`src/rtl/data_mem_master.sv`:
```
// Load/store master for a byte-write RAM with a synchronous read port.
// It accepts one request at a time, aligns and extends load data, and flags misaligned or illegal requests.
module data_mem_master #(
  parameter  int ADDR_WIDTH = 32,
  parameter  int NB_COL     = 4,
  parameter  int COL_WIDTH  = 8,
  localparam int DW         = NB_COL * COL_WIDTH
) (
  input  logic                  clk,
  input  logic                  rst,
  input  logic                  req_valid,
  output logic                  req_ready,
  input  logic                  req_we,
  input  logic [ADDR_WIDTH-1:0] req_addr,
  input  logic [1:0]            req_size,
  input  logic                  req_unsigned,
  input  logic [DW-1:0]         req_wdata,
  output logic                  rsp_valid,
  input  logic                  rsp_ready,
  output logic [DW-1:0]         rsp_rdata,
  output logic                  rsp_err,
  output logic [NB_COL-1:0]     mem_we,
  output logic [ADDR_WIDTH-1:0] mem_addr,
  output logic [DW-1:0]         mem_di,
  input  logic [DW-1:0]         mem_dout
);

  // state  | meaning
  // IDLE   | ready for a request
  // ACCESS | address/data on the RAM port, write lanes enabled for stores
  // RDATA  | RAM read data valid, captured into rsp_rdata
  // RESP   | response presented until rsp_ready
  typedef enum logic [1:0] {IDLE, ACCESS, RDATA, RESP} state_t;

  state_t state, state_nxt;

  logic              accept;
  logic              illegal;
  logic              we_q;
  logic              uns_q;
  logic [1:0]        size_q;
  logic [1:0]        off_q;
  logic [NB_COL-1:0] mask_d;
  logic [NB_COL-1:0] mask_q;
  logic [DW-1:0]     di_d;
  logic [DW-1:0]     shifted;
  logic [DW-1:0]     load_val;

  assign accept = (state == IDLE) && req_valid;

  always_comb begin
    illegal = 1'b0;
    case (req_size)
      2'b00:   illegal = 1'b0;
      2'b01:   illegal = req_addr[0];
      2'b10:   illegal = |req_addr[1:0];
      default: illegal = 1'b1;
    endcase
  end

  always_comb begin
    mask_d = '0;
    di_d   = req_wdata;
    case (req_size)
      2'b00: begin
        mask_d = NB_COL'(1) << req_addr[1:0];
        di_d   = {NB_COL{req_wdata[COL_WIDTH-1:0]}};
      end
      2'b01: begin
        mask_d = NB_COL'(3) << req_addr[1:0];
        di_d   = {(NB_COL/2){req_wdata[2*COL_WIDTH-1:0]}};
      end
      2'b10: begin
        mask_d = '1;
        di_d   = req_wdata;
      end
      default: begin
        mask_d = '0;
        di_d   = req_wdata;
      end
    endcase
  end

  // Bring the addressed lane down to bit 0, then truncate and extend to the access size.
  always_comb begin
    shifted  = mem_dout >> (COL_WIDTH * int'(off_q));
    load_val = shifted;
    case (size_q)
      2'b00:   load_val = {{(DW-COL_WIDTH){~uns_q & shifted[COL_WIDTH-1]}},
                           shifted[COL_WIDTH-1:0]};
      2'b01:   load_val = {{(DW-2*COL_WIDTH){~uns_q & shifted[2*COL_WIDTH-1]}},
                           shifted[2*COL_WIDTH-1:0]};
      default: load_val = shifted;
    endcase
  end

  always_ff @(posedge clk or posedge rst) begin
    if (rst) state <= IDLE;
    else     state <= state_nxt;
  end

  always_comb begin
    state_nxt = state;
    case (state)
      IDLE:    if (req_valid) state_nxt = illegal ? RESP : ACCESS;
      ACCESS:  state_nxt = we_q ? RESP : RDATA;
      RDATA:   state_nxt = RESP;
      RESP:    if (rsp_ready) state_nxt = IDLE;
      default: state_nxt = IDLE;
    endcase
  end

  // Decoded from state so that an asynchronous reset drops the write enables at once.
  always_comb begin
    req_ready = 1'b0;
    rsp_valid = 1'b0;
    mem_we    = '0;
    case (state)
      IDLE:    req_ready = 1'b1;
      ACCESS:  mem_we    = we_q ? mask_q : '0;
      RESP:    rsp_valid = 1'b1;
      default: ;
    endcase
  end

  always_ff @(posedge clk or posedge rst) begin
    if (rst) begin
      we_q      <= 1'b0;
      uns_q     <= 1'b0;
      size_q    <= 2'b00;
      off_q     <= 2'b00;
      mask_q    <= '0;
      mem_addr  <= '0;
      mem_di    <= '0;
      rsp_rdata <= '0;
      rsp_err   <= 1'b0;
    end else if (accept) begin
      we_q      <= req_we;
      uns_q     <= req_unsigned;
      size_q    <= req_size;
      off_q     <= req_addr[1:0];
      mask_q    <= mask_d;
      mem_addr  <= {req_addr[ADDR_WIDTH-1:2], 2'b00};
      mem_di    <= di_d;
      rsp_rdata <= '0;
      rsp_err   <= illegal;
    end else if (state == RDATA) begin
      rsp_rdata <= load_val;
    end
  end

endmodule
```
`config.mk`:
```
export PLATFORM = sky130hd
export DESIGN_NAME = data_mem_master
export DESIGN_NICKNAME = d
export VERILOG_FILES = /design/src/rtl/data_mem_master.sv
export SDC_FILE = /design/constraint.sdc
export NUM_CORES = 1
export LEC_CHECK = 0
export BUFFER_PORTS_ARGS = -buffer_cell sky130_fd_sc_hd__buf_4
export CELL_PAD_IN_SITES_DETAIL_PLACEMENT = 0
export CELL_PAD_IN_SITES_GLOBAL_PLACEMENT = 2
export CORE_ASPECT_RATIO = 1.75
export CORE_MARGIN = 2
export CORE_UTILIZATION = 30
export DETAILED_ROUTE_END_ITERATION = 6
export PLACE_DENSITY = 0.95
export REMOVE_ABC_BUFFERS = 1
export SYNTH_ARGS = -nofsm -noshare
export SYNTH_HDL_FRONTEND = slang
export SYNTH_SLANG_ARGS = --single-unit
```
`constraint.sdc`:
```
create_clock -name clk -period 10.4 [get_ports clk]
set_input_delay 2.6 -clock clk [delete_from_list [all_inputs] [get_ports clk]]
set_output_delay 2.6 -clock clk [all_outputs]
set_load 0.1 [all_outputs]
```
==> impl_metrics.tcl, run 1 <==
set metrics [dict create \
    layout_common_cells "208 x buf_4, 162 x nand2_1, 107 x dfrtp_1" \
    place.gp.congestion 0.822 \
    layout.nets 809 \
    track_usage_pct 16.6 \
    cts_setup_buffers 0 \
    required_ns 10.67 \
    wl_met2_um 8010 \
    fin_skew_ns 0.0132 \
    clock-sinks 107 \
    numCtsBuffers 9 \
    dieHeight_um 176 \
    tritoncts "built" \
    status "complete, no violations" \
    hold_viol 0 \
    hp-class "reg -> reg" \
    end_kind "flop" \
    synth-seq-cells 107 \
    rsz0062_at_grt "false" \
    top_layer "met4" \
    crit_type "in -> reg" \
    worstMarginPinSlew_ns 1.10 \
    postRouteAntennaNets 0 \
    min_period_ns 4.44 \
    grt_pass1_vias 4685 \
    vias 4478 \
    routedWlPerCell_um 15.9 \
    syn2layout_area_growth_pct 39.2 \
    cts_hold_buf 0 \
    cp-start-kind "input pin" \
    insertion_delay_ns 0.34 \
    netlist_area_mm2 0.00510 \
    seq_area_frac_synth_pct 52.5 \
    met1_length_um 5470 \
    h-tree-depth 3 \
    syn_inst 516 \
    grt_max_degree 109 \
    syn_area_per_cell_um2 9.88 \
    num_antenna_cells 0 \
    fill_cells 1643 \
    setup_violations 0 \
    cts_buffer_depth 2 \
    fin_crit_sh_pct 42.7 \
    met3_length_um 860 \
    antenna_found_initial 0 \
    layout_commonest_cell "buf_4" \
    slew_headroom_pct 26.4 \
    max_freq_ghz 0.225 \
    cts.clk_slew.worst_paths_ns 0.07 \
    maxSlewViolCount 0 \
    cts_resized 0 \
    arrival_ns 4.71 \
    drive_gt1_share_pct 34.0 \
    dieArea_mm2 0.0181 \
    synth_cell_types 40 \
    drc 0 \
    drtIter0Drc 191 \
    die_width_um 103 \
    design.core.area_mm2 0.0168 \
    fin_setup_tns_ns 0 \
    row_count 63 \
    root_buffer "clkbuf_16" \
    drt_first_pass_iters 4 \
    start_util_pct 30.4 \
    place_hpwl_um 10800 \
    viasPerCell 4.80 \
    grt_first_pass_wirelength_um 23500 \
    portBuffers 204 \
    worst-path-max-fanout 56 \
    wl_um 14900 \
    io_pins 207 \
    yosys_warnings 0 \
    drv_cap 0 \
    grt_overflow 0 \
]
==> stage by stage <==
stage / instances / cell area (µm²) / hold slack (ns) / utilization (%) / worst slack [ns]
2_1_floorplan: 481 / 4930 / 0.430 / - / 4.98
3_3_place_gp: 916 / 6790 / 0.461 / 40.4 / 5.80
3_5_place_dp: 916 / 6790 / 0.463 / 40.4 / 5.64
4_1_cts: 932 / 7100 / 0.481 / 42.3 / 5.99
5_1_grt: 932 / 7100 / 0.510 / 42.3 / 5.88
6_report: 932 / 7100 / 0.480 / 42.3 / 5.96
==> flip-flops by register name, summed over array words and instances, names as in the netlist <==
register and flops:
off_q 2, size_q 2, state 2, rsp_err 1
mem_addr 30, mem_di 32, uns_q 1, rsp_rdata 32
mask_q 4, we_q 1
==> routing by layer <==
metal,global-route usage (%),vias to the layer above
met4,7.83,0
met5,0,-
met1,17.8,2180
met3,3.68,28
li1,-,2115
met2,30.0,155
==> synth_stat cells (all sizes together) <==
library cell	number	area, µm²
conb	1	3.75
a21oi	20	100
nand2	163	612
o21bai	1	7.51
a22oi	1	7.51
mux4	9	203
nand3b	2	15.0
a21o	2	15.0
or4	1	11.3
buf	15	91.3
o22ai	2	12.5
dfrtp	107	2680
or2	2	12.5
and2	1	6.26
o21ai	39	195
o2bb2ai	7	61.3
mux2	8	90.1
nor2	31	119
o211a	1	10.0
clkbuf	21	80.1
mux2i	41	410
nor3	3	26.3
ha	5	62.6
and3	4	25.0
a2111oi	1	8.76
nor4b	1	23.8
a221o	16	160
o21a	1	7.51
inv	8	32.5
nor2b	2	12.5
==> critical path, stage by stage <==
cell and delay [ns]:
buf_4 0.13, and2_2 0.18, buf_4 0.33, nor4b_4 0.60, nor2b_1 0.59, a221o_1 0.26
==> worst paths after layout <==
| path | startpoint | endpoint | slack (ns) | cells after the start |
|---|---|---|---|---|
| max in group asynchronous | rst | mem_addr[24]$_DFFE_PP0P_ | 6.82 | 3 |
| min | mem_addr[22]$_DFFE_PP0P_ | mem_addr[22]$_DFFE_PP0P_ | 0.48 | 2 |
| max reg2reg | state[0]$_DFFE_PP0P_ | rsp_rdata[27]$_DFFE_PP0P_ | 7.58 | 7 |
| max | req_valid | rsp_rdata[27]$_DFFE_PP0P_ | 5.96 | 6 |
| min reg2reg | mem_addr[22]$_DFFE_PP0P_ | mem_addr[22]$_DFFE_PP0P_ | 0.48 | 2 |
| min in group asynchronous | rst | mem_addr[6]$_DFFE_PP0P_ | 2.33 | 2 |
==> cell type report <==
| cell class | count | area [µm²] | area share (%) |
|---|---|---|---|
| flip-flops and latches | 107 | 2680 | 37.7 |
| clock inverters | 4 | 75.1 | 1.06 |
| well taps | 227 | 284 | 4.00 |
| repair buffers | 208 | 1560 | 22.0 |
| multi-input cells | 366 | 2230 | 31.4 |
| clock buffers | 12 | 236 | 3.33 |
| inverters | 8 | 35.0 | 0.493 |
==> logic make-up (layout without fill, tap and decap cells) <==
logic type	after synthesis	after routing	synth area share [%]
multiplexers	58	58	13.8
AO/OA/AOI/OAI	91	91	11.5
buffers and inverters	44	232	4.00
AND/OR/NAND/NOR	210	210	16.9
flip-flops	107	107	52.5
other	1	2	0.0735
adder cells (fa/ha/maj)	5	5	1.23
Power of run 1 is left out: the tool's default activity adds up to more than one toggle a clock period on the data nets, which glitch-free logic cannot reach.
==> run 2, diff against run 1 <==
CORE_UTILIZATION = 25   (was 30)
PLACE_DENSITY = 0.87   (was 0.95)
clock period = 3.8 ns   (was 10.4 ns; I/O delays follow)
==> impl_metrics.tcl, run 2 (synthesis gave the netlist of run 1 again) <==
set metrics [dict create \
    fill_cells 2143 \
    required_ns 2.85 \
    grt_overflow 0 \
    hold_depth 2 \
    root_buffer "clkbuf_16" \
    end_kind "output pin" \
    cts_hold_buf 0 \
    cts_buffer_depth 2 \
    timing.rr.start "state[0]$_DFFE_PP0P_" \
    place.gp.congestion 0.737 \
    cts_setup_buffers 0 \
    routedWlPerCell_um 16.5 \
    h-tree-depth 3 \
    cp-start-kind "flop" \
    grt_max_degree 81 \
    fin_skew_ns 0.00412 \
    grt_pass1_vias 4583 \
    layout.nets 813 \
    largest_registers "mem_di: 32 flops, rsp_rdata: 32 flops, mem_addr: 30 flops" \
    finalInstanceArea_mm2 0.00713 \
    seq_area_mm2 0.00268 \
    cts_resized 0 \
    numCtsBuffers 9 \
    layout_commonest_cell "buf_4" \
    dieArea_mm2 0.0216 \
    vias 4399 \
    multi_input_area_mm2 0.00223 \
    cts.clk_slew.worst_paths_ns 0.07 \
    drv_cap 0 \
    grt_first_pass_wirelength_um 25000 \
    layout_common_cells "211 x buf_4, 162 x nand2_1, 107 x dfrtp_1" \
    rsz0062_at_grt "false" \
    viasPerCell 4.60 \
    maxSlewViolCount 0 \
    track_usage_pct 14.9 \
    fin_crit_sh_pct 68.8 \
    dieHeight_um 193 \
    holdPathEnd "mask_q[0]$_DFFE_PP0P_" \
    drtIter0Drc 172 \
    slew_headroom_pct 30.6 \
    hold_viol 0 \
    design.core.area_mm2 0.0202 \
    die_width_um 112 \
    insertion_delay_ns 0.36 \
    crit_type "reg -> out" \
    ff2ff_setup_slack_ns 1.38 \
    antenna_found_initial 0 \
    setup_violations 0 \
    drive_gt1_share_pct 34.7 \
    row_count 69 \
    postRouteAntennaNets 0 \
    syn2layout_area_growth_pct 39.8 \
    arrival_ns 1.66 \
    worstMarginPinSlew_ns 1.04 \
    status "complete, no violations" \
    wl_um 15800 \
    drt_first_pass_iters 4 \
    tritoncts "built" \
    start_util_pct 25.2 \
    place_area_mm2 0.00686 \
    clock-sinks 107 \
    max_freq_ghz 0.383 \
    min_from "mask_q[0]$_DFFE_PP0P_" \
    worst-path-max-fanout 5 \
    fin_setup_tns_ns 0 \
    portBuffers 204 \
    place_hpwl_um 11300 \
    r2r-end "rsp_rdata[22]$_DFFE_PP0P_" \
    reg2reg_depth 7 \
    hp-class "reg -> reg" \
    min_period_ns 2.61 \
    num_antenna_cells 0 \
    drc 0 \
    io_pins 207 \
]
-- run 2: cell types whose count changed in the layout (fill, tap and decap cells not counted), sizes merged --
| cell | change |
|---|---|
| clkinv | +1 |
| bufinv | -2 |
| buf | +4 |
| clkinvlp | +3 |
| clkbuf | -2 |
-- run 2: area by class of cell --
cell class                      count  share of cell area, %
Timing Repair Buffer              212                   22.5
Sequential cell                   107                   37.6
Tap cell                          248                   4.35
Multi-Input combinational cell    366                   31.3
Clock inverter                      6                  0.597
Inverter                            8                  0.491
Clock buffer                       10                   3.21
-- run 2: per-stage QoR --
step | cells | setup slack, ns | hold WS, ns | util [%]
2_1_floorplan | 481 | 0.0328 | 0.430 | -
3_3_place_gp | 941 | 1.17 | 0.449 | 33.9
3_5_place_dp | 941 | 1.10 | 0.460 | 33.9
4_1_cts | 957 | 1.16 | 0.476 | 35.3
5_1_grt | 957 | 1.06 | 0.500 | 35.3
6_report | 957 | 1.19 | 0.470 | 35.3
-- run 2: per-layer routing --
metal | part of all wire, % | wire [µm] | global-route usage, %
met2 | 56 | 8850 | 28.5
met1 | 37 | 5850 | 16.0
met4 | 1.5 | 234 | 4.97
met3 | 5.4 | 859 | 3.69
met5 | 0 | 0 | 0
-- run 2: worst max-delay path by stage --
stage | from | end | slack [ns] | cells after the start
after floorplan | rst | mask_q[0]$_DFFE_PP0P_ | 0.03 | 1
after global placement | req_valid | rsp_rdata[30]$_DFFE_PP0P_ | 1.17 | 5
after detailed placement | req_valid | rsp_rdata[29]$_DFFE_PP0P_ | 1.10 | 5
after CTS | state[1]$_DFFE_PP0P_ | mem_we[3] | 1.16 | 4
after global routing | state[1]$_DFFE_PP0P_ | mem_we[3] | 1.06 | 4
final | state[1]$_DFFE_PP0P_ | mem_we[3] | 1.19 | 4
-- run 2: worst max-delay path: stages, from the launching register on --
cell and delay, ns:
dfrtp_1 0.41, inv_1 0.15, ha_1 0.24, and3_1 0.20
buf_4 0.29
Power of run 2 is left out for the same reason.
==> run 3, diff against run 2 <==
CORE_UTILIZATION = 28   (was 25)
PLACE_DENSITY = 0.91   (was 0.87)
clock period = 2.7 ns   (was 3.8 ns; I/O delays follow)
==> impl_metrics.tcl, run 3 (synthesis gave the netlist of run 1 again) <==
set metrics [dict create \
    max_freq_ghz 0.437 \
    track_usage_pct 16.3 \
    cpLargestDelayFamily "flip-flops" \
    cp-start-kind "flop" \
    worstMarginPinSlew_ns 0.996 \
    drc 0 \
    fin_crit_sh_pct 84.7 \
    routedWlPerCell_um 16.3 \
    drt_first_pass_iters 4 \
    grt_max_degree 65 \
    crit_type "reg -> out" \
    hp-class "in -> async" \
    insertion_delay_ns 0.34 \
    numCtsBuffers 9 \
    ff2ff_setup_slack_ns 0.44 \
    layout_commonest_cell "buf_4" \
    timing.rr.start "state[0]$_DFFE_PP0P_" \
    r2r-end "rsp_rdata[24]$_DFFE_PP0P_" \
    design.core.area_mm2 0.0180 \
    setup_violations 0 \
    rsz0062_at_grt "false" \
    die_width_um 106 \
    fin_skew_ns 0.00506 \
    place.gp.congestion 0.827 \
    cts_resized 0 \
    path_buf_inv 2 \
    hold_viol 0 \
    grt_pass1_vias 4813 \
    drive_gt1_share_pct 35.2 \
    cts_hold_buf 0 \
    reg2reg_depth 6 \
    grt_first_pass_wirelength_um 24700 \
    clock-sinks 107 \
    slew_headroom_pct 33.4 \
    h-tree-depth 3 \
    cts.clk_slew.worst_paths_ns 0.07 \
    required_ns 2.03 \
    drtIter0Drc 146 \
    layout_common_cells "215 x buf_4, 162 x nand2_1, 107 x dfrtp_1" \
    dieArea_mm2 0.0194 \
    fill_cells 1812 \
    row_count 65 \
    min_period_ns 2.29 \
    wl_um 15400 \
    maxSlewViolCount 0 \
    cts_setup_buffers 0 \
    viasPerCell 4.77 \
    critical_path.slowest_cell "dfrtp_1" \
    layout.nets 818 \
    slowest_delay_ns 0.42 \
    vias 4518 \
    antenna_found_initial 0 \
    num_antenna_cells 0 \
    dieHeight_um 183 \
    portBuffers 204 \
    root_buffer "clkbuf_16" \
    start_util_pct 28.4 \
    hold_slack_ns 0.338 \
    arrival_ns 1.61 \
    syn2layout_area_growth_pct 40.4 \
    grt_overflow 0 \
    cts_buffer_depth 2 \
    largest_registers "mem_di: 32 flops, rsp_rdata: 32 flops, mem_addr: 30 flops" \
    path_cells "inv_1, ha_1, and3_1, buf_4" \
    io_pins 207 \
    place_hpwl_um 11900 \
    postRouteAntennaNets 0 \
    worst-path-max-fanout 5 \
    tritoncts "built" \
    status "complete, no violations" \
    end_kind "output pin" \
    drv_cap 0 \
]
[run 3: cell types whose count changed in the layout (fill, tap and decap cells not counted), sizes merged]
cell / delta
buf: +5
clkinvlp: -3
clkinv: +2
[run 3: final cells by class]
class                           count  area [µm²]  area share (%)
Sequential cell                   107        2680            37.4
Multi-Input combinational cell    366        2230            31.2
Timing Repair Buffer              217        1650            23.1
Tap cell                          234         293            4.09
Clock buffer                       10         239            3.34
Inverter                            8        35.0           0.489
Clock inverter                      5        30.0           0.419
[run 3: per-stage QoR]
step           setup TNS (ns)  util, %  instances  setup WS, ns  area [µm²]
2_1_floorplan         -162.71        -        481        -0.875        4930
3_3_place_gp                0     38.3        932         0.499        6890
3_5_place_dp                0     38.3        932         0.416        6890
4_1_cts                     0     39.8        947         0.381        7160
5_1_grt                     0     39.8        947         0.303        7160
6_report                    0     39.8        947         0.414        7160
[run 3: worst max-delay path by stage]
stage                                    start                         to  slack [ns]  cells after the start
after floorplan           state[0]$_DFFE_PP0P_      size_q[1]$_DFFE_PP0P_       -0.88                      4
after global placement               req_valid  rsp_rdata[21]$_DFFE_PP0P_        0.50                      5
after detailed placement             req_valid  rsp_rdata[24]$_DFFE_PP0P_        0.42                      5
after CTS                 state[1]$_DFFE_PP0P_                  mem_we[1]        0.38                      4
after global routing      state[0]$_DFFE_PP0P_  rsp_rdata[18]$_DFFE_PP0P_        0.30                      6
final                     state[1]$_DFFE_PP0P_                  mem_we[1]        0.41                      4
[run 3: layer usage]
metal  share of wire [%]  vias up  track usage, %
li1                    -     2137               -
met1                  36     2199            16.4
met2                  55      152            31.4
met3                 4.7       30            3.07
met4                 3.8        0            8.11
met5                   0        -               0
Power of run 3 is left out for the same reason.
